`src/rtl/noc_flit_tx.sv`:
```
// noc_flit_tx: drains a 1-cycle-latency flit FIFO into a 2-entry buffer feeding a valid/ready link, tracking packet framing.
module noc_flit_tx #(
  parameter int DATA_WIDTH = 37,
  parameter int CNT_WIDTH  = 16
) (
  input  logic                  clk,
  input  logic                  rst,
  input  logic                  tx_en,
  input  logic                  fifo_empty,
  output logic                  fifo_rd_en,
  input  logic [DATA_WIDTH-1:0] fifo_data,
  output logic                  tx_valid,
  output logic [DATA_WIDTH-1:0] tx_flit,
  input  logic                  tx_ready,
  output logic                  in_packet,
  output logic [CNT_WIDTH-1:0]  pkt_cnt,
  output logic                  proto_err
);
  typedef enum logic {IDLE, IN_PKT} state_t;
  localparam logic [1:0] T_BODY = 2'b00, T_HEAD = 2'b01, T_TAIL = 2'b10, T_SINGLE = 2'b11;
  state_t state, state_n;
  logic [1:0] occ, base, ftype;
  logic [2:0] lvl;
  logic inflight, pop, cnt_inc, err_set;
  logic [DATA_WIDTH-1:0] slot0, slot1;
  assign pop        = tx_valid && tx_ready;
  // Count the flit still in the FIFO's read pipeline so the buffer can never overflow.
  assign lvl        = {1'b0, occ} + {2'b0, inflight} - {2'b0, pop};
  assign fifo_rd_en = tx_en && !fifo_empty && lvl < 3'd2;
  assign tx_valid   = occ != 2'd0;
  assign tx_flit    = slot0;
  assign base       = occ - {1'b0, pop};
  assign ftype      = tx_flit[DATA_WIDTH-1 -: 2];
  assign in_packet  = state == IN_PKT;
  always_comb begin
    state_n = !pop ? state : ftype == T_HEAD ? IN_PKT : ftype == T_BODY ? state : IDLE;
    cnt_inc = pop && (ftype == T_SINGLE || (ftype == T_TAIL && state == IN_PKT));
    err_set = pop && (state == IDLE ? (ftype == T_BODY || ftype == T_TAIL)
                                    : (ftype == T_HEAD || ftype == T_SINGLE));
  end
  always_ff @(posedge clk or posedge rst) begin
    if (rst) begin
      occ       <= '0;
      inflight  <= 1'b0;
      slot0     <= '0;
      slot1     <= '0;
      state     <= IDLE;
      pkt_cnt   <= '0;
      proto_err <= 1'b0;
    end else begin
      inflight  <= fifo_rd_en;
      occ       <= base + {1'b0, inflight};
      slot0     <= (inflight && base == 2'd0) ? fifo_data : pop ? slot1 : slot0;
      slot1     <= (inflight && base != 2'd0) ? fifo_data : slot1;
      state     <= state_n;
      pkt_cnt   <= pkt_cnt + CNT_WIDTH'(cnt_inc);
      proto_err <= proto_err | err_set;
    end
  end
endmodule

```
`config.mk`:
```
export PLATFORM = sky130hd
export DESIGN_NAME = noc_flit_tx
export DESIGN_NICKNAME = d
export VERILOG_FILES = /design/src/rtl/noc_flit_tx.sv
export SDC_FILE = /design/constraint.sdc
export NUM_CORES = 1
export LEC_CHECK = 0
export BUFFER_PORTS_ARGS = -buffer_cell sky130_fd_sc_hd__buf_2
export CORE_MARGIN = 2
export CORE_UTILIZATION = 29
export DETAILED_ROUTE_END_ITERATION = 16
export SLEW_MARGIN = 40
export SYNTH_ARGS = -nofsm -noshare
export SYNTH_HDL_FRONTEND = slang
export SYNTH_SLANG_ARGS = --single-unit
```
`constraint.sdc`:
```
create_clock -name clk -period 4.4 [get_ports clk]
set_input_delay 0.88 -clock clk [delete_from_list [all_inputs] [get_ports clk]]
set_output_delay 0.88 -clock clk [all_outputs]
set_load 0.02 [all_outputs]
```
# Word-level counts from Yosys, hierarchy flattened
# Index checks and enable logic that the tools add are counted.
# op_classes
n_addsub,5
multipliers,0
div,0
magnitude_cmp,1
n_eq_ne,4
n_shift,0
muxes,5
bitwise_logic,1
reduce_logical,18
# op_table
cell,n
$mux 37,2
$add 16x1->16,1
$logic_and 1x1->1,8
$reduce_bool 2->1,3
$eq 2x2->1 const B,2
$logic_not 2->1,2
$add 2x1->3,1
$logic_or 1x1->1,3
$lt 3x2->1 const B,1
$mux 1,3
$sub 3x1->3,1
$add 2x1->2,1
$eq 2x1->1 const B,1
$ne 2x2->1 const B,1
$reduce_and 2->1,1
$sub 2x1->2,1
$logic_not 1->1,1
$or 1x1->1,1
# totals
ff_bits,95
latch_bits,0
ram_bits,0
rom_bits,0
output_inout_bits,57
mem_count,0

# Depth between registers and ports, before layout
# Gate-level depths: netlist of the first run.
# depth
word_depth,6
depth_mapped,9
depth_no_buf,8

# Worst setup path after synthesis of the first run
# Ideal clock, no wire load.
# synth_timing
kind,input to output
start,input tx_ready
end,output fifo_rd_en
arrival_time_ns,2.684
required_ns,3.520
setup_slack_ns,0.836
stages,8
n_path_buf,1
path_cell_list,o21ai_4 inv_4 buf_6 ha_1 nand2b_1 fa_1 xor2_1 nor3_1
# synth_via
elab_chain_len,4
# synth_rtl
item,line_no,source
from (decl),14,"input logic tx_ready,"
$logic_and 1x1->1,26,assign pop = tx_valid && tx_ready;
$sub 3x1->3,28,"assign lvl = {1'b0, occ} + {2'b0, inflight} - {2'b0, pop};"
$lt 3x2->1,29,assign fifo_rd_en = tx_en && !fifo_empty && lvl < 3'd2;
$logic_and 1x1->1,29,
to (decl),10,"output logic fifo_rd_en,"
# No other way between the ends.

# Worst setup path after layout of the first run
# layout_timing
start,register occ[1]
end,output fifo_rd_en
# layout_via
elab_chain_len,5
elab_cells_between_ends,6
cone_classes,add/sub (2); order compare (1); reduce/logical (3)
# layout_rtl
item,line_no,source
from (decl),22,"logic [1:0] occ, base, ftype;"
from (signal assigned),52,"occ <= base + {1'b0, inflight};"
"parallel branches: the longest is 2 deep, another holds $add 2x1->3",--,
$sub 3x1->3 (*),28,
$lt 3x2->1 (*),29,
$logic_and 1x1->1 (*),29,
# Mark *: on every way between the ends.

==> run summary, run 1 <==
CTS clk-pin slew, worst paths = 0.07 ns
RSZ-0062 raised after global routing = no
port bufs = 98
endpoints failing setup = 0
worst path arrival time = 2.63 ns
clk buf depth = 2
Final min period = 3.51 ns
Place WS = 0.946 ns
final std cells w/o fill = 577
die height = 127 um
largest net degree at the start of global routing = 37
first-pass iteration count of the detailed router = 4
Cell variety after synth = 27
gpl congestion = 0.746
Placed Cells = 561
Cell Area, Placed = 5030 um2
Data required, critical path = 3.52 ns
Area growth syn-to-layout = 22.5%
mux contribution to synthesized area = 31.2%
Tightest Pin Transition = 0.497 ns
Slew HR = 66.9%
commonest non-fill, non-tap cells in the layout = buf_2, dfrtp_1, mux2_2, mux2_4, xor2_1
grt ovf = 0
Synth Cell Area = 4360 um2
DRT antenna net count = 0
compound-gate portion of the synthesized area = 1.18%
# hold bufs at CTS = 0
# resized after CTS = 0
Pwr Density = 745 nW/um2
post-synthesis register bit count = 95
first-pass GRT wire length = 14000 um
final wirelength = 8460 um
initial antenna violation count = 0
Hold Path Class = flip-flop to flip-flop
hold_sp = proto_err
CP startpoint = occ[1]
FP Rows = 44
skew final = 0.00966 ns
wire per inst = 14.7 um
fmax = 0.285 GHz
Initial Utilization = 29.8%
Final Hold Viols = 0
Vias = 2611
number of DRC markers in iteration 0 = 104
CTS Buf Count = 9
largest family of logic cells by synthesized area = multiplexers
Min Hold Slack = 0.463 ns
vias in the first global route = 2803
status = complete, no violations
Syn Nets = 332
Via density = 4.53
Syn Area/Cell = 15.4 um2
post-synthesis sequential area ratio = 54.5%
layout cells sized above 1 = 60.6%
# DRC = 0
Root Driver = clkbuf_16
H-tree depth = 3
leakage = 0.00258 uW
Horiz. Die Dim = 127 um
worst ir drop on vdd = 0.000276 V
Design Area, Final = 5350 um2
Yosys warning count = 0
simple-gate share of the synthesized area = 3.84%
fin. max-slew vios = 0
worst skew pair latency = 0.34 ns
worst setup margin = 0.886 ns
core area = 14600 um2
HPWL after DPL = 5910 um
period utilization = 79.9%
commonest non-fill, non-tap cell in the layout = buf_2
Boundary Pins = 99
Syn Inst Count = 283
TNS Setup = 0 ns
Post-Synth Adder-Cell Area = 2.18%
diode count = 0
Setup crit end kind = output port
# nets final = 437
reg-to-reg startpoint = occ[1]
fill count = 1450
Sinks on Clock Net = 95
GRT Total Usage = 11.1%
Post-CTS Setup Bufs = 0
crit-path max FO = 8
Worst Setup Path Type = flip-flop to output port
CP Launch Type = flip-flop
CTS tree = done
die area = 16000 um2
max-cap violation count = 0
Synth Area in XOR/XNOR = 3.78%
==> power by group <==
group          internal (uW)  switching (uW)  total (uW)
logic                    916             717        1630
clock network            499             336         835
registers               1270             240        1510
==> path summary, 6_finish.rpt <==
path                            slack (ns)  cells after the start           to
min in group asynchronous             0.55                      2  tx_flit[27]
worst max-delay path                  0.89                      8   fifo_rd_en
worst min register to register        0.46                      1    proto_err
worst max register to register        1.47                      8  tx_flit[35]
max in group asynchronous             3.08                      3  pkt_cnt[14]
worst min-delay path                  0.46                      1    proto_err
==> worst max-delay path, stage by stage (launching register included) <==
cell and delay [ns]:
dfrtp_1 0.50, o21ai_4 0.38, inv_4 0.04, ha_1 0.26, nand2b_1 0.15, fa_1 0.38
xor2_1 0.15, nor3_1 0.22, buf_2 0.20
==> metal layers <==
layer	vias up	track usage (%)	part of all wire (%)
met4	0	4.52	1.9
met5	-	0	0
met3	14	3.50	5.0
met1	1313	13.3	45
li1	1218	-	-
met2	66	18.8	48
==> cells by family after synthesis <==
family / count (synthesis)
multiplexers: 111
flip-flops: 95
AND/OR/NAND/NOR: 30
XOR/XNOR: 18
buffers and inverters: 16
adder cells (fa/ha/maj): 7
AO/OA/AOI/OAI: 6
==> cell usage after synthesis <==
cell | number | share of area (%)
nand3_1 | 4 | 0.46
buf_6 | 4 | 1.0
a21oi_1 | 2 | 0.23
o211a_1 | 1 | 0.23
mux2_2 | 81 | 21
dfrtp_1 | 95 | 54
xnor2_2 | 1 | 0.37
nand2b_1 | 1 | 0.14
nand2_1 | 4 | 0.34
o21ai_4 | 1 | 0.37
a21o_1 | 2 | 0.34
buf_2 | 3 | 0.34
fa_1 | 1 | 0.46
ha_1 | 6 | 1.7
buf_12 | 3 | 1.4
or2_2 | 1 | 0.14
nor3_1 | 5 | 0.57
mux2_4 | 30 | 10
nor4_1 | 3 | 0.43
nor2_1 | 2 | 0.17
xor2_1 | 10 | 2.0
xnor2_1 | 7 | 1.4
inv_1 | 5 | 0.43
inv_4 | 1 | 0.14
nand4_1 | 8 | 1.1
nand3_2 | 1 | 0.23
and4_1 | 1 | 0.20
==> flip-flops by register name, summed over array words and instances, names as in the netlist <==
signal	count
in_packet	1
occ	2
inflight	1
slot1	37
tx_flit	37
proto_err	1
pkt_cnt	16
==> per-stage QoR <==
stage               total power [uW]  utilization (%)
floorplan                       2800                -
global placement                3140             34.3
detailed placement              3200             34.3
CTS                             4070             36.5
global route                    4250             36.5
finish                          3980             36.5
==> area by class of cell <==
class / instances / area (um2) / share of cell area, %
Tap cell: 184 / 230 / 4.31
Inverter: 6 / 27.5 / 0.515
Multi-Input combinational cell: 172 / 1840 / 34.5
Clock inverter: 7 / 95.1 / 1.78
Timing Repair Buffer: 104 / 548 / 10.3
Sequential cell: 95 / 2380 / 44.5
Clock buffer: 9 / 225 / 4.21
(Power assumes the default switching activity.)
==> run 2: changes to the inputs <==
- clock period: 4.4 -> 3.4 ns (I/O delays scaled with it)
==> run summary, run 2 (synthesis gave the netlist of run 1 again) <==
wire per inst = 15.1 um
crit-path max cell delay = 0.49 ns
core area = 14600 um2
H-tree depth = 3
period utilization = 92.6%
worst skew pair latency = 0.34 ns
critical path's slowest cell = dfrtp_1
M1 GR Usage = 14.9%
Worst Setup Path Type = flip-flop to output port
layout cells sized above 1 = 60.4%
leakage = 0.00256 uW
Hold Path Class = input port to asynchronous set/reset pin
Pwr Density = 951 nW/um2
grt ovf = 0
fmax = 0.318 GHz
CTS Buf Count = 9
commonest non-fill, non-tap cells in the layout = buf_2, dfrtp_1, mux2_2, mux2_4, xor2_1
die height = 127 um
DRT antenna net count = 0
FP Rows = 44
worst path arrival time = 2.47 ns
crit-path leading delay family = adder cells
# DRC = 0
clk buf depth = 2
Final Hold Viols = 0
Setup crit end kind = output port
Initial Utilization = 29.8%
Boundary Pins = 99
crit-path max FO = 5
commonest non-fill, non-tap cell in the layout = buf_2
Via density = 4.55
gpl congestion = 0.724
HPWL after DPL = 5830 um
area occupied by registers = 2380 um2
met3 Use GR = 2.83%
Buf/Inv on CP = 2
Min Hold Slack = 0.433 ns
die area = 16000 um2
CTS tree = done
largest net degree at the start of global routing = 53
Data required, critical path = 2.72 ns
fill count = 1439
Vias = 2631
# hold bufs at CTS = 0
multi-input logic area = 1840 um2
RSZ-0062 raised after global routing = no
Slew HR = 53.8%
GR Util met2 = 17.7%
diode count = 0
Horiz. Die Dim = 127 um
port bufs = 98
first-pass iteration count of the detailed router = 4
Final min period = 3.15 ns
TNS Setup = 0 ns
max-cap violation count = 0
GR peak layer = met2
Area growth syn-to-layout = 22.2%
number of DRC markers in iteration 0 = 76
worst ir drop on vdd = 0.000324 V
status = complete, no violations
initial antenna violation count = 0
Root Driver = clkbuf_16
vias in the first global route = 2725
CP Launch Type = flip-flop
Sinks on Clock Net = 95
Tightest Pin Transition = 0.692 ns
# nets final = 438
final wirelength = 8710 um
skew final = 0.00731 ns
CTS clk-pin slew, worst paths = 0.06 ns
Design Area, Final = 5330 um2
GRT Total Usage = 11.3%
endpoints failing setup = 0
fin. max-slew vios = 0
first-pass GRT wire length = 14100 um
Cell Area, Placed = 5030 um2
CP cell instances = o21ai_4, inv_4, ha_1, nand2b_1, fa_1, xor2_1, nor3_1, buf_2
-- run 2: cell types whose count changed in the layout (fill, tap and decap cells not counted) --
cell        delta
clkinv_2       -2
clkbuf_1       +1
clkinv_4       -1
buf_12         +1
inv_6          -1
bufinv_16      -2
clkinvlp_4     +3
clkbuf_8       +2
-- run 2: final timing paths --
check | slack (ns) | endpoint | cells after the start | startpoint
max | 0.25 | fifo_rd_en | 8 | occ[1]
min in group clk | 0.47 | pkt_cnt[15] | 1 | pkt_cnt[15]
max in group asynchronous | 2.24 | tx_flit[9] | 3 | rst
min reg2reg | 0.47 | pkt_cnt[15] | 1 | pkt_cnt[15]
max reg2reg | 0.84 | slot1[32] | 8 | occ[1]
min | 0.43 | tx_flit[26] | 2 | rst
-- run 2: what timing repair did --
item / CTS / global route
gates resized for setup: 0 / 0
setup endpoints to repair: 0 / 1
setup buffers: 0 / 2
-- run 2: final cells by class --
| class | count | share of cell area (%) |
|---|---|---|
| Clock inverter | 4 | 0.563 |
| Multi-Input combinational cell | 172 | 34.6 |
| Timing Repair Buffer | 105 | 10.7 |
| Tap cell | 184 | 4.32 |
| Sequential cell | 95 | 44.6 |
| Inverter | 6 | 0.516 |
| Clock buffer | 12 | 4.81 |
-- run 2: metrics by stage --
step                power [uW]  util (%)  worst slack [ns]  cells
global placement          4050      34.4             0.399    560
detailed placement        4150      34.4             0.323    560
floorplan                 3630         -             0.236    283
CTS                       5150      36.3            0.0526    576
global route              5410      36.4             0.139    578
finish                    5070      36.4             0.253    578
-- run 2: power by group --
group / total (uW) / switching, uW / internal, uW
clock network: 966 / 429 / 536
logic: 2140 / 943 / 1200
registers: 1970 / 316 / 1650
total: 5070 / 1690 / 3380
-- run 2: layer usage --
layer | wire length (um) | part of all wire [%] | up-vias
li1 | - | - | 1223
met1 | 3970 | 46 | 1331
met2 | 4140 | 48 | 66
met3 | 436 | 5.0 | 11
met4 | 159 | 1.8 | 0
met5 | 0 | 0 | -
==> run 3: changes to the inputs <==
- PLACE_DENSITY: unset -> 0.45
==> run summary, run 3 (synthesis gave the netlist of run 1 again) <==
Area growth syn-to-layout = 24.1%
grt ovf = 0
routed metal-1 wirelength = 4180 um
vias in the first global route = 2857
RSZ-0062 raised after global routing = no
# DRC = 0
first-pass GRT wire length = 15300 um
number of DRC markers in iteration 0 = 89
# resized after CTS = 0
CTS clk-pin slew, worst paths = 0.07 ns
period utilization = 94.2%
Final Hold Viols = 0
CP cell instances = o21ai_4, inv_4, ha_1, nand2b_1, fa_1, xor2_1, nor3_1, buf_2
Total Power = 5300 uW
commonest non-fill, non-tap cells in the layout = buf_2, dfrtp_1, mux2_2, mux2_4, xor2_1
die height = 127 um
largest net degree at the start of global routing = 51
first-pass iteration count of the detailed router = 4
max-cap violation count = 0
HPWL after DPL = 6030 um
GRT Total Usage = 12.3%
fin. max-slew vios = 0
gpl congestion = 0.675
Final min period = 3.20 ns
WL met2 = 4610 um
Data required, critical path = 2.72 ns
worst path arrival time = 2.52 ns
status = complete, no violations
crit-path max cell delay = 0.49 ns
H-tree depth = 3
skew final = 0.00444 ns
Worst Setup Path Type = flip-flop to output port
TNS Setup = 0 ns
port bufs = 98
Buf/Inv on CP = 2
crit-path leading delay family = adder cells
Sinks on Clock Net = 95
FP Rows = 44
Pwr Density = 979 nW/um2
final wirelength = 9280 um
DRT antenna net count = 0
worst skew pair latency = 0.34 ns
Boundary Pins = 99
uppermost layer routed = met4
critical path's slowest cell = dfrtp_1
layout cells sized above 1 = 60.7%
Horiz. Die Dim = 127 um
leakage = 0.00261 uW
met3 WL = 321 um
CTS Buf Count = 9
# hold bufs at CTS = 0
clk buf depth = 2
wire per inst = 16.1 um
CTS tree = done
Initial Utilization = 29.8%
core area = 14600 um2
Setup crit end kind = output port
Vias = 2622
Via density = 4.54
CP Launch Type = flip-flop
commonest non-fill, non-tap cell in the layout = buf_2
initial antenna violation count = 0
Tightest Pin Transition = 0.662 ns
# nets final = 438
diode count = 0
reg2reg setup slack = 0.71 ns
Hold Path Class = input port to asynchronous set/reset pin
endpoints failing setup = 0
Root Driver = clkbuf_16
die area = 16000 um2
crit-path max FO = 5
Slew HR = 55.9%
fmax = 0.312 GHz
worst ir drop on vdd = 0.000332 V
[run 3: cell types whose count changed in the layout (fill, tap and decap cells not counted), sizes merged]
cell      delta
clkinv       +2
clkbuf       -3
inv          +1
bufinv       +3
clkinvlp     -3
[run 3: layout make-up]
class / count / area [um2]
Sequential cell: 95 / 2380
Tap cell: 184 / 230
Clock buffer: 9 / 225
Inverter: 6 / 27.5
Clock inverter: 7 / 120
Fill cell: 1420 / 9230
Multi-Input combinational cell: 172 / 1840
Timing Repair Buffer: 105 / 593
[run 3: per-stage QoR]
stage	setup slack (ns)	hold slack, ns	std cells	instance area (um2)	util, %
floorplan	0.236	0.474	283	4360	-
global placement	0.378	0.446	560	5060	34.5
detailed placement	0.312	0.447	560	5060	34.5
CTS	0.00282	0.454	576	5400	36.9
global route	0.0666	0.469	578	5420	37.0
finish	0.196	0.429	578	5420	37.0
[run 3: timing repair]
| action | in CTS | in global routing |
|---|---|---|
| buffers inserted | 0 | 2 |
| pin swaps | 1 | 1 |
| setup endpoints to repair | 1 | 1 |
[run 3: final timing paths]
check,start,endpoint,depth (start not counted)
min,rst,tx_flit[28],2
max,occ[1],fifo_rd_en,8
max reg2reg,occ[1],slot1[18],8
min reg2reg,proto_err,proto_err,1
max in group asynchronous,rst,tx_flit[25],3
min in group clk,proto_err,proto_err,1
[run 3: where the power goes]
group	internal [uW]	total (uW)	switching, uW	leakage [uW]
Combinational	1210	2170	962	0.00131
Sequential	1650	1960	313	0.00113
Clock	722	1170	449	0.000166
Total	3580	5300	1720	0.00261
[run 3: routing by layer]
layer	vias to the layer above	track usage (%)
met5	-	0
met4	0	5.43
met3	10	2.87
met2	53	20.0
met1	1333	15.7
li1	1226	-
